### src/rtl/lsu_mem_ctrl_if.sv
// Request/response and data_ram signal bundle for lsu_mem_ctrl.
// slave  : controller view (takes requests, drives the RAM).
// master : MEM stage + data_ram view.
interface lsu_mem_ctrl_if #(
  parameter int ADDR_W = 32
);
  logic              req_valid;
  logic              req_ready;
  logic              req_we;
  logic [2:0]        req_funct3;
  logic [ADDR_W-1:0] req_addr;
  logic [31:0]       req_wdata;
  logic              resp_valid;
  logic [31:0]       resp_rdata;
  logic              resp_fault;
  logic              ram_we;
  logic [ADDR_W-1:0] ram_addr;
  logic [31:0]       ram_din;
  logic [31:0]       ram_dout;

  modport slave (
    input  req_valid, req_we, req_funct3, req_addr, req_wdata, ram_dout,
    output req_ready, resp_valid, resp_rdata, resp_fault, ram_we, ram_addr, ram_din
  );

  modport master (
    output req_valid, req_we, req_funct3, req_addr, req_wdata, ram_dout,
    input  req_ready, resp_valid, resp_rdata, resp_fault, ram_we, ram_addr, ram_din
  );
endinterface

### src/rtl/lsu_mem_ctrl.sv
// RV32I load/store controller for a single-port, word-wide data_ram.
// Sub-word stores are done as read-modify-write since the RAM only has a
// whole-word write enable. Optional macro MISALIGN_TRAP_EN: when defined,
// misaligned halfword/word accesses fault instead of being force-aligned.
module lsu_mem_ctrl #(
  parameter int RAM_RD_LAT = 1,
  parameter int ADDR_W     = 32
) (
  input logic          clk,
  input logic          rst_n,
  lsu_mem_ctrl_if.slave bus
);
  typedef enum logic [2:0] {IDLE, RD, WR, RMW_WR, RESP} state_t;

  localparam logic [1:0] LAT = RAM_RD_LAT[1:0];

  state_t            state, state_nxt;
  logic              we_q;
  logic [2:0]        f3_q;
  logic [1:0]        off_q;
  logic [15:0]       wd_q;
  logic [1:0]        rd_cnt;
  logic [ADDR_W-1:0] addr_q;
  logic [31:0]       din_q;
  logic [31:0]       rdata_q;
  logic              fault_q;

  logic              accept, rd_last, illegal, misalign, fault, is_sw;
  logic [7:0]        byte_v;
  logic [15:0]       half_v;
  logic [31:0]       ld_val, rmw_val;

  // Ready is only true in IDLE out of reset, so reset always beats a request.
  assign accept  = bus.req_valid & rst_n & (state == IDLE);
  assign rd_last = (rd_cnt == LAT);
  assign is_sw   = bus.req_we & (bus.req_funct3 == 3'b010);

  assign illegal = bus.req_we ? (bus.req_funct3 > 3'b010)
                 : !(bus.req_funct3 inside {3'b000, 3'b001, 3'b010, 3'b100, 3'b101});
`ifdef MISALIGN_TRAP_EN
  assign misalign = ((bus.req_funct3[1:0] == 2'b01) & bus.req_addr[0]) |
                    ((bus.req_funct3[1:0] == 2'b10) & (bus.req_addr[1:0] != 2'b00));
`else
  // Halfword uses only addr[1], word ignores addr[1:0]: natural alignment.
  assign misalign = 1'b0;
`endif
  assign fault = illegal | misalign;

  // Lane extraction and merge from the word returned by the RAM.
  always_comb begin
    byte_v  = bus.ram_dout[{off_q, 3'b000} +: 8];
    half_v  = off_q[1] ? bus.ram_dout[31:16] : bus.ram_dout[15:0];
    ld_val  = bus.ram_dout;
    rmw_val = bus.ram_dout;
    case (f3_q)
      3'b000:  ld_val = {{24{byte_v[7]}}, byte_v};
      3'b001:  ld_val = {{16{half_v[15]}}, half_v};
      3'b100:  ld_val = {24'd0, byte_v};
      3'b101:  ld_val = {16'd0, half_v};
      default: ld_val = bus.ram_dout;
    endcase
    if (f3_q[1:0] == 2'b00) rmw_val[{off_q, 3'b000} +: 8] = wd_q[7:0];
    else                    rmw_val[{off_q[1], 4'b0000} +: 16] = wd_q;
  end

  // State register.
  always_ff @(posedge clk) begin
    if (!rst_n) state <= IDLE;
    else        state <= state_nxt;
  end

  // Next state and state-decoded handshake/strobe outputs.
  always_comb begin
    state_nxt      = state;
    bus.req_ready  = 1'b0;
    bus.resp_valid = 1'b0;
    bus.ram_we     = 1'b0;
    case (state)
      IDLE: begin
        bus.req_ready = rst_n;
        if (accept) begin
          if (fault)      state_nxt = RESP;
          else if (is_sw) state_nxt = WR;
          else            state_nxt = RD;
        end
      end
      RD:      if (rd_last) state_nxt = we_q ? RMW_WR : RESP;
      WR: begin
        bus.ram_we = rst_n;
        state_nxt  = RESP;
      end
      RMW_WR: begin
        bus.ram_we = rst_n;
        state_nxt  = RESP;
      end
      RESP: begin
        bus.resp_valid = rst_n;
        state_nxt      = IDLE;
      end
      default: state_nxt = IDLE;
    endcase
  end

  // Request capture, read-latency count, load result and RAM write data.
  always_ff @(posedge clk) begin
    if (!rst_n) begin
      we_q    <= 1'b0;
      f3_q    <= 3'd0;
      off_q   <= 2'd0;
      wd_q    <= 16'd0;
      rd_cnt  <= 2'd0;
      addr_q  <= '0;
      din_q   <= 32'd0;
      rdata_q <= 32'd0;
      fault_q <= 1'b0;
    end else begin
      if (accept) begin
        we_q    <= bus.req_we;
        f3_q    <= bus.req_funct3;
        off_q   <= bus.req_addr[1:0];
        wd_q    <= bus.req_wdata[15:0];
        rd_cnt  <= 2'd0;
        addr_q  <= {bus.req_addr[ADDR_W-1:2], 2'b00};
        rdata_q <= 32'd0;
        fault_q <= fault;
        if (is_sw && !fault) din_q <= bus.req_wdata;
      end
      if (state == RD) begin
        rd_cnt <= rd_cnt + 2'd1;
        if (rd_last) begin
          if (we_q) din_q   <= rmw_val;
          else      rdata_q <= ld_val;
        end
      end
    end
  end

  assign bus.ram_addr   = addr_q;
  assign bus.ram_din    = din_q;
  assign bus.resp_rdata = rdata_q;
  assign bus.resp_fault = fault_q;
endmodule

### src/flat_wrapper.sv
// flat-port wrapper written by rule: the top's interface ports become plain ports
module lsu_mem_ctrl_flat 
#(
  parameter int RAM_RD_LAT = 1,
  parameter int ADDR_W     = 32
)
  (clk, rst_n, bus_req_valid, bus_req_we, bus_req_funct3, bus_req_addr, bus_req_wdata, bus_ram_dout, bus_req_ready, bus_resp_valid, bus_resp_rdata, bus_resp_fault, bus_ram_we, bus_ram_addr, bus_ram_din);
  lsu_mem_ctrl_if #(.ADDR_W(ADDR_W)) bus_i ();
  input logic clk;
  input logic rst_n;
  input wire logic [$bits(bus_i.req_valid)-1:0] bus_req_valid;
  input wire logic [$bits(bus_i.req_we)-1:0] bus_req_we;
  input wire logic [$bits(bus_i.req_funct3)-1:0] bus_req_funct3;
  input wire logic [$bits(bus_i.req_addr)-1:0] bus_req_addr;
  input wire logic [$bits(bus_i.req_wdata)-1:0] bus_req_wdata;
  input wire logic [$bits(bus_i.ram_dout)-1:0] bus_ram_dout;
  output wire logic [$bits(bus_i.req_ready)-1:0] bus_req_ready;
  output wire logic [$bits(bus_i.resp_valid)-1:0] bus_resp_valid;
  output wire logic [$bits(bus_i.resp_rdata)-1:0] bus_resp_rdata;
  output wire logic [$bits(bus_i.resp_fault)-1:0] bus_resp_fault;
  output wire logic [$bits(bus_i.ram_we)-1:0] bus_ram_we;
  output wire logic [$bits(bus_i.ram_addr)-1:0] bus_ram_addr;
  output wire logic [$bits(bus_i.ram_din)-1:0] bus_ram_din;
  assign bus_i.req_valid = bus_req_valid;
  assign bus_i.req_we = bus_req_we;
  assign bus_i.req_funct3 = bus_req_funct3;
  assign bus_i.req_addr = bus_req_addr;
  assign bus_i.req_wdata = bus_req_wdata;
  assign bus_i.ram_dout = bus_ram_dout;
  assign bus_req_ready = bus_i.req_ready;
  assign bus_resp_valid = bus_i.resp_valid;
  assign bus_resp_rdata = bus_i.resp_rdata;
  assign bus_resp_fault = bus_i.resp_fault;
  assign bus_ram_we = bus_i.ram_we;
  assign bus_ram_addr = bus_i.ram_addr;
  assign bus_ram_din = bus_i.ram_din;
  lsu_mem_ctrl #(.RAM_RD_LAT(RAM_RD_LAT), .ADDR_W(ADDR_W)) u_core (.clk(clk), .rst_n(rst_n), .bus(bus_i));
endmodule
### config.mk
export PLATFORM = sky130hd
export DESIGN_NAME = lsu_mem_ctrl_flat
export DESIGN_NICKNAME = d
export VERILOG_FILES = /design/src/rtl/lsu_mem_ctrl_if.sv /design/src/rtl/lsu_mem_ctrl.sv /design/src/flat_wrapper.sv
export SDC_FILE = /design/constraint.sdc
export NUM_CORES = 1
export LEC_CHECK = 0
export ABC_CLOCK_PERIOD_IN_PS = 4900
export CORE_MARGIN = 5
export CORE_UTILIZATION = 50
export DETAILED_ROUTE_END_ITERATION = 7
export GPL_ROUTABILITY_DRIVEN = 0
export PLACE_DENSITY = 0.83
export SETUP_SLACK_MARGIN = 0.15
export SLEW_MARGIN = 20
export SYNTH_ARGS = -nofsm -noshare
export SYNTH_HDL_FRONTEND = slang
export SYNTH_SLANG_ARGS = --single-unit
### constraint.sdc
create_clock -name clk -period 4.9 [get_ports clk]
set_clock_uncertainty 0.05 [all_clocks]
set_input_delay 0.49 -clock clk [delete_from_list [all_inputs] [get_ports clk]]
set_output_delay 0.49 -clock clk [all_outputs]
set_load 0.01 [all_outputs]
==> reports/qor.yml <==
synth:
  synth_cells: 738
  yosysTopAreaCell: "dfxtp_1"
  synth_edf_count: 0
  ys_seq_area_share_pct: 39.31
  ys_warn_count: 0
  ys.flop_type: "dfxtp_1"
  avgSynthCellArea_um2: 8.419
  synth_seq_cells: 122
  syn_area_mm2: 0.006213
  synthDistinctLibCells: 63
  yosysMostFrequentCell: "nand2_1"
  synthTopCellsByArea: "dfxtp_1, nand2_1, mux2i_1, a21oi_1, nand3_1"
  async_reset_ff_share_pct: 0
  netlist.area_leader.share_pct: 39.31
  ys_top_cells_by_count: "nand2_1, dfxtp_1, a21oi_1, nand3_1, mux2i_1"
critical_path:
  crit_fanout: 43
  critical_path_class: "flop to flop"
  r2r_slack_ns: 1.62
  timing.critical_path.required_ns: 5.20
  crit_end: "u_core.bus.ram_din[20]"
  start_kind: "flop"
  worstSetupStartpoint: "u_core.off_q[1]"
  rr_worst_depth: 7
  r2r-end: "u_core.bus.ram_din[20]"
  end_kind: "flop"
  arrival_ns: 3.58
  r2r-start: "u_core.off_q[1]"
place:
  placed_cell_area_mm2: 0.008169
  io_buffers: 200
  dp_cells: 1047
  place_ws_ns: 1.691
  place_hpwl_um: 15430
clock_tree:
  cts_tree: "done"
  clockBufferDepth: 2
  clk_pin_slew_worst_paths_ns: 0.06
  clock_latency_ns: 0.42
  cts_setup_buffers: 0
  h-tree-depth: 4
  clockRootBuffer: "clkbuf_16"
  cts_buffers: 17
  ctsHoldBuffers: 0
  cts_sinks: 122
  ctsResizeCount: 0
timing:
  setup_tns_ns: 0
  max_freq_ghz: 0.3046
  hold_slack_ns: 0.3913
  hold_viol: 0
  fin_ws_ns: 1.617
  finalSetupViolations: 0
  slew_headroom_pct: 42.21
  fin_crit_sh_pct: 67.01
  min_period_ns: 3.283
  final_max_slew_viol_count: 0
  rsz0062_at_grt: "false"
  worst_pin_slew_ns: 0.8657
die:
  die_width_um: 121.5
  num_io_pins: 203
  core_mm2: 0.01211
  num_rows: 40
  die-area_mm2: 0.01476
  start_util_pct: 51.30
  die_h_um: 121.5
worst_hold_path:
  min_path_cells: 2
  min_path_type: "flop to flop"
layout:
  num-fill-cells: 951
  area_growth_pct: 41.93
  diodes: 0
  fin_util_pct: 72.81
  design_area_mm2: 0.008818
  seq_area_mm2: 0.002442
  drive_gt1_share_pct: 7.363
  nNetsFinal: 1007
  multi_input_area_mm2: 0.003443
  finalNonFillerCells: 1078
drt:
  via_per_inst: 6.108
  routed_wl_um: 21350
  drc_errors: 0
  dr.pass1.iters: 5
  num_vias: 6584
  wire_per_inst_um: 19.81
  first_iter_violations: 666
  ant_nets: 0
power_and_ir_drop:
  fin_total_pwr_mw: 2.926
  p_per_area_mw_per_mm2: 331.8
  leakage_nw: 3.346
  peakVddDrop_uv: 188.3
global_route:
  grt_overflow: 0
  antenna_found_initial: 0
  grtUsageTotal_pct: 28.57
  grt_max_degree: 68
  grt_pass1_vias: 6465
  grt_pass1_wl_um: 33550
job:
  cap_violations: 0
outcome:
  outcome: "completed"
-- cells in the final DEF, fill, tap and decap left out, drive strengths merged, types with 3 or more instances in the layout --
| cell type | synthesis | final |
|---|---|---|
| a211o | 15 | 15 |
| a211oi | 23 | 23 |
| a21oi | 49 | 49 |
| a221o | 15 | 15 |
| a221oi | 14 | 14 |
| a22o | 5 | 5 |
| a22oi | 5 | 5 |
| a32oi | 9 | 9 |
| and3b | 7 | 7 |
| buf | 36 | 8 |
| bufinv | 0 | 5 |
| clkbuf | 31 | 23 |
| clkdlybuf4s50 | 0 | 199 |
| clkinv | 0 | 3 |
| dfxtp | 122 | 122 |
| ha | 6 | 6 |
| inv | 8 | 8 |
| mux2i | 35 | 35 |
| nand2 | 143 | 143 |
| nand2b | 10 | 10 |
| nand3 | 47 | 47 |
| nand3b | 3 | 3 |
| nand4 | 8 | 8 |
| nand4b | 7 | 7 |
| nor2 | 21 | 21 |
| nor2b | 9 | 9 |
| nor3 | 16 | 16 |
| nor3b | 4 | 4 |
| nor4b | 3 | 3 |
| o21ai | 43 | 43 |
| o31ai | 6 | 6 |
| o32ai | 4 | 4 |
| or3 | 7 | 7 |
| or3b | 3 | 3 |
-- flip-flops by register name, indices dropped and copies added (netlist names) --
register and cells:
u_core.bus.resp_fault 1, u_core.f3_q 3, u_core.bus.ram_din 32, u_core.bus.ram_addr 30, u_core.rd_cnt 2, u_core.we_q 1, u_core.wd_q 16, u_core.off_q 2
u_core.bus.resp_rdata 32, u_core.state 3
-- metal layers --
layer  vias up  wire [um]  track usage, %
li1       3009          -               -
met1      3114       8347           34.66
met2       372      10080           46.63
met3        89       2021           7.739
met4         0        907           14.01
met5         -          0               0
-- worst min path at each step --
| stage | slack (ns) | end | start |
|---|---|---|---|
| 2_1_floorplan | 0.38 | u_core.rd_cnt[1] | u_core.rd_cnt[1] |
| 5_1_grt | 0.42 | u_core.bus.ram_addr[20] | u_core.bus.ram_addr[20] |
| 3_5_place_dp | 0.39 | u_core.bus.resp_rdata[7] | u_core.bus.resp_rdata[7] |
| 4_1_cts | 0.39 | u_core.bus.resp_rdata[7] | u_core.bus.resp_rdata[7] |
| 3_3_place_gp | 0.38 | u_core.bus.resp_rdata[7] | u_core.bus.resp_rdata[7] |
| 6_report | 0.39 | u_core.bus.resp_rdata[7] | u_core.bus.resp_rdata[7] |
-- power breakdown --
part	total [mW]	internal, mW	switching [mW]
Combinational	0.465	0.219	0.247
Sequential	1.09	1.04	0.0501
Clock	1.37	0.937	0.433
Total	2.93	2.20	0.730
-- layout make-up --
cell class,count,area share (%)
Timing Repair Buffer,207,23.24
Clock buffer,23,5.420
Inverter,8,0.3405
Tap cell,168,2.384
Sequential cell,122,27.70
Multi-Input combinational cell,542,39.05
Clock inverter,8,1.873
-- cell families after synthesis --
| logic type | synth area share (%) |
|---|---|
| and+or+nand+nor | 24.97 |
| other | 0.06035 |
| AOI/OAI and AO/OA | 22.96 |
| DFF | 39.31 |
| buffers and inverters | 5.497 |
| muxes | 6.001 |
| adders and majority gates | 1.208 |
-- worst max-delay path, stage by stage, from the launching register on --
cell,delay (ns)
dfxtp_1,0.31
buf_4,0.44
inv_1,0.41
ha_1,0.69
or4b_4,0.54
o32ai_4,0.39
a221oi_1,0.17
nor3_2,0.20
Power figures use the tool's default switching activity.
